## src/rtl/alu_share_arbiter_if.sv

```systemverilog
// Bundle of every signal exchanged between the ALU share arbiter, its two
// requesters and the shared ALU. The arbiter connects through the slave
// modport. Requesters and the ALU (or a bench standing in for them)
// connect through the master modport.
interface alu_share_arbiter_if #(
  parameter int WIDTH = 32,
  parameter int CTRLW = 2,
  parameter int FLAGW = 4
);
  // requester 0 operation channel
  logic             req0_valid;
  logic             req0_ready;
  logic [WIDTH-1:0] req0_a;
  logic [WIDTH-1:0] req0_b;
  logic [CTRLW-1:0] req0_ctrl;
  // requester 1 operation channel
  logic             req1_valid;
  logic             req1_ready;
  logic [WIDTH-1:0] req1_a;
  logic [WIDTH-1:0] req1_b;
  logic [CTRLW-1:0] req1_ctrl;
  // response channel: result and flags are shared, the valids are per owner
  logic             rsp0_valid;
  logic             rsp0_ready;
  logic             rsp1_valid;
  logic             rsp1_ready;
  logic [WIDTH-1:0] rsp_result;
  logic [FLAGW-1:0] rsp_flags;
  // shared ALU connection
  logic [WIDTH-1:0] alu_srca;
  logic [WIDTH-1:0] alu_srcb;
  logic [CTRLW-1:0] alu_ctrl;
  logic [WIDTH-1:0] alu_result;
  logic [FLAGW-1:0] alu_flag;
  // status
  logic             busy;

  modport slave (
    input  req0_valid, req0_a, req0_b, req0_ctrl,
    input  req1_valid, req1_a, req1_b, req1_ctrl,
    input  rsp0_ready, rsp1_ready,
    input  alu_result, alu_flag,
    output req0_ready, req1_ready,
    output rsp0_valid, rsp1_valid, rsp_result, rsp_flags,
    output alu_srca, alu_srcb, alu_ctrl,
    output busy
  );

  modport master (
    output req0_valid, req0_a, req0_b, req0_ctrl,
    output req1_valid, req1_a, req1_b, req1_ctrl,
    output rsp0_ready, rsp1_ready,
    output alu_result, alu_flag,
    input  req0_ready, req1_ready,
    input  rsp0_valid, rsp1_valid, rsp_result, rsp_flags,
    input  alu_srca, alu_srcb, alu_ctrl,
    input  busy
  );
endinterface

```

## src/rtl/alu_share_arbiter.sv

```systemverilog
// Round-robin arbiter that shares one single-cycle ALU between two
// requesters with a single operation in flight. The arbiter moves through
// three states: IDLE grants a request and latches its operands, EXEC lets
// the ALU evaluate the registered operands, and RESP holds the captured
// result until the owning requester takes it.
module alu_share_arbiter #(
  parameter int WIDTH = 32,
  parameter int CTRLW = 2,
  parameter int FLAGW = 4
) (
  input  logic                  clk,
  input  logic                  reset,
  alu_share_arbiter_if.slave    bus
);

  typedef enum logic [1:0] {
    S_IDLE = 2'd0,
    S_EXEC = 2'd1,
    S_RESP = 2'd2
  } state_t;

  state_t           r_state;
  state_t           w_state_next;

  // arbitration history and ownership of the operation in flight
  logic             r_last_grant;
  logic             r_owner;

  // operands held toward the ALU, and the captured response
  logic [WIDTH-1:0] r_srca;
  logic [WIDTH-1:0] r_srcb;
  logic [CTRLW-1:0] r_ctrl;
  logic [WIDTH-1:0] r_result;
  logic [FLAGW-1:0] r_flags;
  logic [1:0]       r_rsp_valid;

  // per-requester views of the interface, so the logic can be indexed
  logic [1:0]       w_req_valid;
  logic [1:0]       w_req_ready;
  logic [1:0]       w_rsp_ready;
  logic [WIDTH-1:0] w_req_a    [2];
  logic [WIDTH-1:0] w_req_b    [2];
  logic [CTRLW-1:0] w_req_ctrl [2];

  logic             w_grant_valid;
  logic             w_grant_id;
  logic             w_accept;
  logic             w_take;

  assign w_req_valid[0] = bus.req0_valid;
  assign w_req_valid[1] = bus.req1_valid;
  assign w_rsp_ready[0] = bus.rsp0_ready;
  assign w_rsp_ready[1] = bus.rsp1_ready;
  assign w_req_a[0]     = bus.req0_a;
  assign w_req_a[1]     = bus.req1_a;
  assign w_req_b[0]     = bus.req0_b;
  assign w_req_b[1]     = bus.req1_b;
  assign w_req_ctrl[0]  = bus.req0_ctrl;
  assign w_req_ctrl[1]  = bus.req1_ctrl;

  // Pick the winner among the valid requesters. A tie goes to whichever
  // requester was not granted last time.
  always_comb begin
    w_grant_valid = |w_req_valid;
    w_grant_id    = 1'b0;
    unique case (w_req_valid)
      2'b01:   w_grant_id = 1'b0;
      2'b10:   w_grant_id = 1'b1;
      2'b11:   w_grant_id = ~r_last_grant;
      default: w_grant_id = 1'b0;
    endcase
  end

  // A request is only accepted while idle. A response is only released
  // by the owner's ready. The non-owner's ready has no effect.
  assign w_accept = (r_state == S_IDLE) && w_grant_valid;
  assign w_take   = (r_state == S_RESP) && w_rsp_ready[r_owner];

  // Accept handshake per requester. At most one can be high because a
  // single grant id is decoded.
  for (genvar gi = 0; gi < 2; gi++) begin : g_ready
    assign w_req_ready[gi] = w_accept && (w_grant_id == 1'(gi));
  end

  // Choose the next state: IDLE waits for a grant, EXEC always lasts one
  // cycle, and RESP waits for the owner to take the response.
  always_comb begin
    w_state_next = r_state;
    unique case (r_state)
      S_IDLE:  if (w_grant_valid) w_state_next = S_EXEC;
      S_EXEC:  w_state_next = S_RESP;
      S_RESP:  if (w_take) w_state_next = S_IDLE;
      default: w_state_next = S_IDLE;
    endcase
  end

  // Hold the FSM state. Reset drops any operation that is in flight.
  always_ff @(posedge clk) begin
    if (reset) r_state <= S_IDLE;
    else       r_state <= w_state_next;
  end

  // Latch the granted operands. They then stay unchanged through EXEC and
  // RESP, so the requester may change its inputs right after the accept.
  always_ff @(posedge clk) begin
    if (reset) begin
      r_srca       <= '0;
      r_srcb       <= '0;
      r_ctrl       <= '0;
      r_owner      <= 1'b0;
      r_last_grant <= 1'b1;
    end else if (w_accept) begin
      r_srca       <= w_req_a[w_grant_id];
      r_srcb       <= w_req_b[w_grant_id];
      r_ctrl       <= w_req_ctrl[w_grant_id];
      r_owner      <= w_grant_id;
      r_last_grant <= w_grant_id;
    end
  end

  // Capture the ALU output at the end of EXEC, unchanged. Raise the
  // owner's valid and hold it until the owner takes the response.
  always_ff @(posedge clk) begin
    if (reset) begin
      r_result    <= '0;
      r_flags     <= '0;
      r_rsp_valid <= 2'b00;
    end else if (r_state == S_EXEC) begin
      r_result    <= bus.alu_result;
      r_flags     <= bus.alu_flag;
      r_rsp_valid <= r_owner ? 2'b10 : 2'b01;
    end else if (w_take) begin
      r_rsp_valid <= 2'b00;
    end
  end

  assign bus.req0_ready = w_req_ready[0];
  assign bus.req1_ready = w_req_ready[1];
  assign bus.rsp0_valid = r_rsp_valid[0];
  assign bus.rsp1_valid = r_rsp_valid[1];
  assign bus.rsp_result = r_result;
  assign bus.rsp_flags  = r_flags;
  assign bus.alu_srca   = r_srca;
  assign bus.alu_srcb   = r_srcb;
  assign bus.alu_ctrl   = r_ctrl;
  assign bus.busy       = (r_state != S_IDLE);

endmodule

```

## src/flat_wrapper.sv

```systemverilog
// flat-port wrapper written by rule: the top's interface ports become plain ports
module alu_share_arbiter_flat 
#(
  parameter int WIDTH = 32,
  parameter int CTRLW = 2,
  parameter int FLAGW = 4
)
  (clk, reset, bus_req0_valid, bus_req0_a, bus_req0_b, bus_req0_ctrl, bus_req1_valid, bus_req1_a, bus_req1_b, bus_req1_ctrl, bus_rsp0_ready, bus_rsp1_ready, bus_alu_result, bus_alu_flag, bus_req0_ready, bus_req1_ready, bus_rsp0_valid, bus_rsp1_valid, bus_rsp_result, bus_rsp_flags, bus_alu_srca, bus_alu_srcb, bus_alu_ctrl, bus_busy);
  alu_share_arbiter_if #(.WIDTH(WIDTH), .CTRLW(CTRLW), .FLAGW(FLAGW)) bus_i ();
  input  logic clk;
  input  logic reset;
  input wire logic [$bits(bus_i.req0_valid)-1:0] bus_req0_valid;
  input wire logic [$bits(bus_i.req0_a)-1:0] bus_req0_a;
  input wire logic [$bits(bus_i.req0_b)-1:0] bus_req0_b;
  input wire logic [$bits(bus_i.req0_ctrl)-1:0] bus_req0_ctrl;
  input wire logic [$bits(bus_i.req1_valid)-1:0] bus_req1_valid;
  input wire logic [$bits(bus_i.req1_a)-1:0] bus_req1_a;
  input wire logic [$bits(bus_i.req1_b)-1:0] bus_req1_b;
  input wire logic [$bits(bus_i.req1_ctrl)-1:0] bus_req1_ctrl;
  input wire logic [$bits(bus_i.rsp0_ready)-1:0] bus_rsp0_ready;
  input wire logic [$bits(bus_i.rsp1_ready)-1:0] bus_rsp1_ready;
  input wire logic [$bits(bus_i.alu_result)-1:0] bus_alu_result;
  input wire logic [$bits(bus_i.alu_flag)-1:0] bus_alu_flag;
  output wire logic [$bits(bus_i.req0_ready)-1:0] bus_req0_ready;
  output wire logic [$bits(bus_i.req1_ready)-1:0] bus_req1_ready;
  output wire logic [$bits(bus_i.rsp0_valid)-1:0] bus_rsp0_valid;
  output wire logic [$bits(bus_i.rsp1_valid)-1:0] bus_rsp1_valid;
  output wire logic [$bits(bus_i.rsp_result)-1:0] bus_rsp_result;
  output wire logic [$bits(bus_i.rsp_flags)-1:0] bus_rsp_flags;
  output wire logic [$bits(bus_i.alu_srca)-1:0] bus_alu_srca;
  output wire logic [$bits(bus_i.alu_srcb)-1:0] bus_alu_srcb;
  output wire logic [$bits(bus_i.alu_ctrl)-1:0] bus_alu_ctrl;
  output wire logic [$bits(bus_i.busy)-1:0] bus_busy;
  assign bus_i.req0_valid = bus_req0_valid;
  assign bus_i.req0_a = bus_req0_a;
  assign bus_i.req0_b = bus_req0_b;
  assign bus_i.req0_ctrl = bus_req0_ctrl;
  assign bus_i.req1_valid = bus_req1_valid;
  assign bus_i.req1_a = bus_req1_a;
  assign bus_i.req1_b = bus_req1_b;
  assign bus_i.req1_ctrl = bus_req1_ctrl;
  assign bus_i.rsp0_ready = bus_rsp0_ready;
  assign bus_i.rsp1_ready = bus_rsp1_ready;
  assign bus_i.alu_result = bus_alu_result;
  assign bus_i.alu_flag = bus_alu_flag;
  assign bus_req0_ready = bus_i.req0_ready;
  assign bus_req1_ready = bus_i.req1_ready;
  assign bus_rsp0_valid = bus_i.rsp0_valid;
  assign bus_rsp1_valid = bus_i.rsp1_valid;
  assign bus_rsp_result = bus_i.rsp_result;
  assign bus_rsp_flags = bus_i.rsp_flags;
  assign bus_alu_srca = bus_i.alu_srca;
  assign bus_alu_srcb = bus_i.alu_srcb;
  assign bus_alu_ctrl = bus_i.alu_ctrl;
  assign bus_busy = bus_i.busy;
  alu_share_arbiter #(.WIDTH(WIDTH), .CTRLW(CTRLW), .FLAGW(FLAGW)) u_core (.clk(clk), .reset(reset), .bus(bus_i));
endmodule
```

## config.mk

```make
export PLATFORM = sky130hd
export DESIGN_NAME = alu_share_arbiter_flat
export DESIGN_NICKNAME = d
export VERILOG_FILES = /design/src/rtl/alu_share_arbiter_if.sv /design/src/rtl/alu_share_arbiter.sv /design/src/flat_wrapper.sv
export SDC_FILE = /design/constraint.sdc
export NUM_CORES = 1
export LEC_CHECK = 0
export CAP_MARGIN = 20
export CORE_MARGIN = 3
export CORE_UTILIZATION = 37
export CTS_CLUSTER_DIAMETER = 150
export DETAILED_ROUTE_END_ITERATION = 6
export PLACE_DENSITY = 0.83
export SYNTH_ARGS = -nofsm -noshare
export SYNTH_HDL_FRONTEND = slang
export SYNTH_SLANG_ARGS = --single-unit
export TNS_END_PERCENT = 10
```

## constraint.sdc

```tcl
create_clock -name clk -period 1.76 [get_ports clk]
set_input_delay 0.44 -clock clk [delete_from_list [all_inputs] [get_ports clk]]
set_output_delay 0.44 -clock clk [all_outputs]
set_load 0.01 [all_outputs]
```

## Yosys cells after proc, flatten, opt, wreduce, memory -nomap -nowiden

Cells that the tools add are included.

| storage, ports and cells | value |
|---|---|
| bits in registers | 108 |
| bits in latches | 0 |
| bits in writable memories | 0 |
| memory bits (read-only) | 0 |
| input port bits | 174 |
| word-level logic and storage cells | 46 |
| memories | 0 |

| operators by class | value |
|---|---|
| add/subtract/negate cells | 0 |
| $mul | 0 |
| div/mod/pow operators | 0 |
| order comparisons | 2 |
| equality and inequality tests | 6 |
| shift-type cells | 0 |
| mux-type cells | 17 |
| bitwise gates (word level) | 3 |
| reduce and logical (&&, ||, !) cells | 9 |

Operators by type and width:

| kind | number |
|---|---|
| 2-to-1 mux 32 bit | 6 |
| 2-to-1 mux 2 bit | 7 |
| equality test 2 bit, second input constant | 3 |
| one-hot mux 2 bit (3 select lines) | 1 |
| logical AND 1 bit | 4 |
| inequality test 2 x 1 -> 1 bit, second input constant | 2 |
| nonzero test 2 bit | 2 |
| equality test 2 x 1 -> 1 bit, second input constant | 1 |
| >= comparator 2 bit, second input constant | 1 |
| zero test 2 bit | 1 |
| < comparator 1 x 2 -> 1 bit, second input constant | 1 |
| 2-to-1 mux 1 bit | 2 |
| inverter 1 bit | 2 |
| inverter 1 -> 2 bit | 1 |
| one-hot mux 1 bit (2 select lines) | 1 |
| AND reduction 2 bit | 1 |
| OR reduction 2 bit | 1 |

## Depth between registers and ports, before layout

Gate-level depths: netlist (run 1).

| depth | value |
|---|---|
| word-level depth | 6 |
| mapped depth | 6 |

## Worst setup path after synthesis (run 1)

No wires, ideal clock.

| path | value |
|---|---|
| path kind | input port to output port |
| start | input bus_req1_valid |
| end | output bus_req1_ready |
| arrival time | 1.146 ns |
| required time | 1.320 ns |
| slack | 0.174 ns |
| cell stages on the path | 5 |
| cells stage by stage | a21boi_2 > buf_4 > buf_2 > nand2_1 > inv_1 |

| between the ends | value |
|---|---|
| word-level cells in the longest chain between the ends | 3 |

RTL lines:

| element | line | RTL |
|---|---|---|
| start: declaration | flat_wrapper.sv:16 | `input wire logic [$bits(bus_i.req1_valid)-1:0] bus_req1_valid;` |
| equality test 2 bit / OR reduction 2 bit (equally long branches) | alu_share_arbiter.sv:66, alu_share_arbiter.sv:64 |  |
| one-hot mux 1 bit (2 select lines) / logical AND 1 bit (equally long branches) | alu_share_arbiter.sv:66, alu_share_arbiter.sv:76 |  |
| logical AND 1 bit * | alu_share_arbiter.sv:82 | `assign w_req_ready[gi] = w_accept && (w_grant_id == 1'(gi));` |
| end: declaration | flat_wrapper.sv:25 | `output wire logic [$bits(bus_i.req1_ready)-1:0] bus_req1_ready;` |

Every way passes the cells marked *; elsewhere a longest branch is shown, timed or not.

## Worst setup path after layout (run 1)

| path | value |
|---|---|
| start | register u_core.r_srcb[10], in the netlist u_core.bus.alu_srcb[10] |
| end | output bus_alu_srcb[10] |

RTL lines:

| element | line | RTL |
|---|---|---|
| start: declaration | alu_share_arbiter.sv:31 | `logic [WIDTH-1:0] r_srcb;` |
| start signal: assignment | alu_share_arbiter.sv:114 | `r_srcb <= w_req_b[w_grant_id];` |
| end: declaration | flat_wrapper.sv:31 | `output wire logic [$bits(bus_i.alu_srcb)-1:0] bus_alu_srcb;` |

No word-level cell between the ends.

==> results of run 1 <==
## metrics by stage
stage | util (%) | hold WS [ps] | setup WS, ps
detailed placement | 64.1 | 450 | -625
global route | 66.6 | 479 | 3.58
global placement | 64.1 | 440 | -590
floorplan | - | 481 | 174
CTS | 66.4 | 460 | 39.6
finish | 66.6 | 458 | 51.5
## cells in the mapped netlist (3+ instances only)
cell	instances	area share [%]
clkbuf_1	29	2.4
buf_4	5	0.84
dfxtp_1	108	48
a21oi_1	38	4.2
nand2_1	73	6.1
a31oi_1	66	9.2
nand3_1	132	15
buf_1	3	0.25
o21ai_1	68	7.6
buf_2	26	2.9
## power by group
part           total [mW]  internal, mW  switching (mW)
combinational        1.82         0.973           0.843
clock                1.91         0.998           0.908
sequential           2.78          2.66           0.118
total                6.50          4.63            1.87
## state kept, by name (all words and copies together) (netlist names)
| name | count |
|---|---|
| u_core.bus.alu_srca | 32 |
| u_core.bus.alu_srcb | 32 |
| u_core.bus.rsp_result | 32 |
| u_core.bus.rsp_flags | 4 |
| u_core.bus.alu_ctrl | 2 |
| u_core.r_rsp_valid | 2 |
| u_core.r_state | 2 |
| u_core.r_last_grant | 1 |
| u_core.r_owner | 1 |
## cell usage in the layout (no fill, tap or decap), types with 7 or more instances in the layout
cell / synthesis / layout
o21ai_1: 68 / 68
buf_4: 5 / 14
dfxtp_1: 108 / 108
a21oi_1: 38 / 38
clkbuf_16: 0 / 9
buf_12: 0 / 7
nand3_1: 132 / 132
clkdlybuf4s50_1: 0 / 274
a31oi_1: 66 / 66
nand2_1: 73 / 73
## cell type report
type                    count  share of cell area [%]
multi-input cells         396                    26.5
clock inverters             6                   0.502
flip-flops and latches    108                    28.0
repair buffers            302                    39.5
inverters                   2                  0.0971
clock buffers              10                    3.09
well taps                 143                    2.31
diodes                      3                  0.0971
## worst paths after layout
kind | from | end | depth (start not counted)
hold / removal | u_core.bus.rsp_result[5]$_SDFFE_PP0P_ | u_core.bus.rsp_result[5]$_SDFFE_PP0P_ | 2
setup reg to reg | u_core.r_last_grant$_SDFFE_PP1P_ | u_core.bus.alu_srca[23]$_SDFFE_PP0P_ | 4
setup / recovery | u_core.bus.alu_srcb[10]$_SDFFE_PP0P_ | bus_alu_srcb[10] | 1
hold reg to reg | u_core.bus.rsp_result[5]$_SDFFE_PP0P_ | u_core.bus.rsp_result[5]$_SDFFE_PP0P_ | 2
## repair_timing
action / in CTS / in global routing
setup buffers: 1 / 0
resized for setup: 12 / 3
endpoints found under the setup margin: 69 / 9
pin swaps: 1 / 0
## kinds of logic after synthesis
| kind of cell | count (synthesis) |
|---|---|
| simple gates | 217 |
| compound gates | 178 |
| flops | 108 |
| buf+inv | 65 |
| mux | 1 |
## routing by layer
layer | GRT usage [%] | vias to the layer above | part of all wire, %
met3 | 7.21 | 30 | 10
met1 | 28.2 | 2485 | 37
met5 | 0 | - | 0
met4 | 11.1 | 0 | 2.6
met2 | 41.5 | 306 | 50
li1 | - | 2547 | -
==> metrics, run 1 <==
# port buffers=280; die area=about 0.013 mm²; clk slew on worst S/H paths=70 ps; Worst setup SP type=register; # fillers=940; relative slew slack=about half; Mapped Area=0.00448 mm²; Post-Synth Simple-Gate Area=22.7%; largest family of logic cells by synthesized area=simple AND/OR/NAND/NOR gates; RSZ-0062 raised after global routing=no; Initial Util=38.6%; total power draw=6.50 mW; Placed Cells=950; initial antenna violation count=3; min Tclk post-route=about 1700 ps; Critical Path Sink Type=output pin; Core Area=0.0116 mm²; family with the most delay on the worst path=buffers and inverters; vias in the first global route=approximately 5300; Yosys cell types=27; Synth Area in Compound Gates=22.2%; fraction of synthesis flops using an asynchronous set or reset pin=0%; Final Skew=about 7.7 ps; Setup Crit Path Kind=reg -> out; Setup TNS Final=0 ps; slowest CP cell=clkdlybuf4s50_1; Synth Register Bits=108; WL final=17.2 mm; status=completed; Crit path buffers/inverters=1; Area growth syn-to-layout=72.6%; maximum VDD drop=0.490 mV; Fin. Hold Viols=0; routability cong.=0.819; Slew @ Worst Pin=720 ps; DRT Pass-1 Iters=6; Reg area=around 0.0022 mm²; worst skew pair latency=340 ps; post-detail-place hpwl=12.4 mm; Mapped Avg Cell Area=7.87 µm²; Root Buffer=clkbuf_16; Avg WL per Cell=17.7 µm; Critical Path RT=between 1000 and 1500 ps; Primary FF master, synth=dfxtp_1; CTS tree=built; f_max=a little under 600 MHz; CP max stage delay=560 ps; CTS Hold Bufs=0; fin area=approximately 0.0077 mm²; Syn Inst Count=about 570; Net Count, Synth=about 740; crit path DAT=1270 ps; fin crit share=97.1%; Die Y=116 µm; PD cells=840 mW/mm²; H-tree Lvls=3; die width=116 µm; Nets=993; CTS sink cnt=108; sequential share of the synthesized area=about half; CTS Buf Count=9; crit path max fanout=2; dpl cell area=0.00744 mm²; share of cells above drive strength 1=5.95%; I/O pins=281; DRC Markers=0; vias=5368; Vias per Instance=5.53; GR Util All Layers=24.4%; Clock Tree Buf Depth=2; YS warnings=0; mux cell area share after synthesis=less than 1%; Final Setup Violations=0; Multi-input gate area=0.00205 mm²; DRT antenna net count=0; HP Class=reg -> reg; Post-synth EDFFs=0; critical path cell sequence=clkdlybuf4s50_1; largest net degree at the start of global routing=70; Max Transition Viols Final=0; first-pass GRT wire length=26.3 mm; # Max-Cap Violations=0; Pleak=~2.7 nW; Rows=39; adder-cell share of the synthesized area=0%; Post-Synth XOR/XNOR Area=0%; reg-to-reg slack, setup=170 ps; Non-Filler Instances=970; grt ovf=0; Initial DRC Count=476
(Power assumes the default switching activity.)
==> run 2: changes to the inputs <==
Settings changed: CORE_MARGIN 3 to 2, CTS_CLUSTER_SIZE from default to 30, RECOVER_POWER from default to 25.
==> run 2 against run 1 <==
  * Routed wire length fell by 2.4%
  * Sequential share of layout area fell by 0.17 points
  * Non-clock buffer count rose by 3
  * Combinational power barely moved
  * Die area fell by 3.4%
  * First-iteration DRC count fell by 16%
  * Power rose by 4.0%
  * Register-to-register slack got worse by 50 ps
  * Critical endpoint is now bus_alu_srcb[3]
==> metrics, run 2 (synthesis gave the netlist of run 1 again) <==
die area=0.0130 mm² (-3.4%); Non-Filler Instances=974 (+0.41%); maximum VDD drop=0.608 mV (+24%); share of cells above drive strength 1=6.17% (+0.22 points); family with the most delay on the worst path=buffers and inverters; CTS sink cnt=108 (unchanged); I/O pins=281 (unchanged); ANT cells=0 (-3); relative slew slack=51.3% (-0.69 points); # Max-Cap Violations=0 (unchanged); first-pass GRT wire length=26.4 mm (+0.52%); Worst path depth=1 (unchanged); Final Setup Violations=0 (unchanged); hold path depth=2 (unchanged); most common cell after layout, fill and taps aside=clkdlybuf4s50_1; worst skew pair latency=340 ps (about the same); Crit. Startpoint=u_core.bus.alu_srcb[3]$_SDFFE_PP0P_; crit path DAT=1270 ps (about the same); Max Transition Viols Final=0 (unchanged); Nets=996 (+0.30%); CTS Buf Count=9 (unchanged); Core Area=0.0119 mm² (+2.6%); H-tree Lvls=3 (unchanged); vias in the first global route=5392 (+1.5%); slowest CP cell=clkdlybuf4s50_1; CP max stage delay=560 ps (about the same); Initial DRC Count=402 (-16%); die width=114 µm (-1.7%); f_max=584 MHz (-0.30%); initial antenna violation count=0 (-3); DRC Markers=0 (unchanged); Final Skew=11.8 ps (+4.09 ps); DRT Pass-1 Iters=5 (-1); CTS Hold Bufs=0 (unchanged); PD cells=868 mW/mm² (+3.3%); Initial Util=37.6% (-0.96 points); Placed Cells=957 (+0.74%); Area growth syn-to-layout=73.8%; Reg-to-Reg Start=u_core.r_last_grant$_SDFFE_PP1P_; Critical Path RT=1320 ps (about the same); vias=5367 (-0.019%); min Tclk post-route=1710 ps (+5.06 ps); clk slew on worst S/H paths=70 ps (about the same); Fin. Hold Viols=0 (unchanged); commonest non-fill, non-tap cells in the layout=clkdlybuf4s50_1 (273), nand3_1 (132), dfxtp_1 (107), nand2_1 (73); Root Buffer=clkbuf_16; Slew @ Worst Pin=731 ps (+10.3 ps); GR Util All Layers=25.3% (+0.90 points); WL final=16.8 mm (-2.4%); Avg WL per Cell=17.3 µm (-2.8%); # fillers=993 (+5.6%); RSZ-0062 raised after global routing=no; fin crit share=97.4% (+0.29 points); routability cong.=0.817 (-0.18%); Clock Tree Buf Depth=2 (unchanged); Reg2Reg Depth=4 (unchanged); Pleak=2.72 nW (+1.4%); Setup Crit Path Kind=reg -> out; HP Class=reg -> reg; Vias per Instance=5.51 (-0.43%); largest net degree at the start of global routing=70 (unchanged); grt ovf=0 (unchanged); post-detail-place hpwl=11.8 mm (-4.5%); DRT antenna net count=0 (unchanged); Crit path buffers/inverters=1 (unchanged); CTS tree=built; critical path cell sequence=clkdlybuf4s50_1; total power draw=6.76 mW (+4.0%); # port buffers=280 (unchanged); Die Y=114 µm (-1.7%); Critical Path Sink Type=output pin; Worst setup SP type=register; Hold Startpoint=u_core.bus.rsp_result[1]$_SDFFE_PP0P_; status=completed; crit path max fanout=2 (unchanged); Rows=40 (+2.6%)
-- run 2: changes by cell type in the layout (fill, tap and decap cells not counted), sizes merged --
| cell | delta |
|---|---|
| clkinvlp | -2 |
| clkdlybuf4s50 | -1 |
| bufinv | +2 |
| dlygate4sd3 | +1 |
| inv | +1 |
| buf | +2 |
| diode | -3 |
-- run 2: final timing paths --
check                                                              to  slack, ps
worst max-delay path                                  bus_alu_srcb[3]         50
worst min-delay path            u_core.bus.rsp_result[1]$_SDFFE_PP0P_        460
worst max register to register   u_core.bus.alu_srcb[25]$_SDFFE_PP0P_        120
worst min register to register  u_core.bus.rsp_result[1]$_SDFFE_PP0P_        460
-- run 2: per-stage QoR --
| stage | util, % | setup TNS, ps | hold slack [ps] | instance area [µm²] | worst slack (ps) |
|---|---|---|---|---|---|
| 2_1_floorplan | - | 0 | 481 | 4480 | 174 |
| 3_3_place_gp | 62.8 | -24810 | 441 | 7480 | -518 |
| 3_5_place_dp | 62.8 | -26720 | 451 | 7480 | -518 |
| 4_1_cts | 65.5 | 0 | 461 | 7810 | 1.82 |
| 5_1_grt | 65.4 | 0 | 472 | 7780 | 2.38 |
| 6_report | 65.4 | 0 | 456 | 7780 | 46.4 |
-- run 2: what timing repair did --
item / CTS / global route
setup buffers: 1 / 0
pin swaps: 1 / 0
endpoints found under the setup margin: 68 / 3
gates resized for setup: 11 / 4
hold endpoints to repair: 0 / 0
-- run 2: layout make-up --
cell class                      instances  area (µm²)  area share (%)
Clock buffer                            9         225            2.89
Clock inverter                          7        96.3            1.24
Inverter                                2        7.51          0.0964
Multi-Input combinational cell        396        2040            26.2
Sequential cell                       108        2160            27.8
Tap cell                              147         184            2.36
Timing Repair Buffer                  305        3070            39.4
-- run 2: layer usage --
| metal | vias up | wire length [µm] | track usage [%] |
|---|---|---|---|
| li1 | 2553 | - | - |
| met1 | 2480 | 6690 | 29.0 |
| met2 | 302 | 8160 | 44.5 |
| met3 | 32 | 1530 | 7.65 |
| met4 | 0 | 435 | 8.94 |
| met5 | - | 0 | 0 |
-- run 2: worst min-delay path, cell delays in order (launching register included) --
cell	delay, ps
dfxtp_1	310
nand2_1	50
a21oi_1	50
-- run 2: power breakdown --
group | total [mW] | internal (mW) | switching (mW)
combinational | 1.82 | 0.980 | 0.841
clock | 2.16 | 1.26 | 0.904
sequential | 2.78 | 2.66 | 0.118
total | 6.76 | 4.89 | 1.86
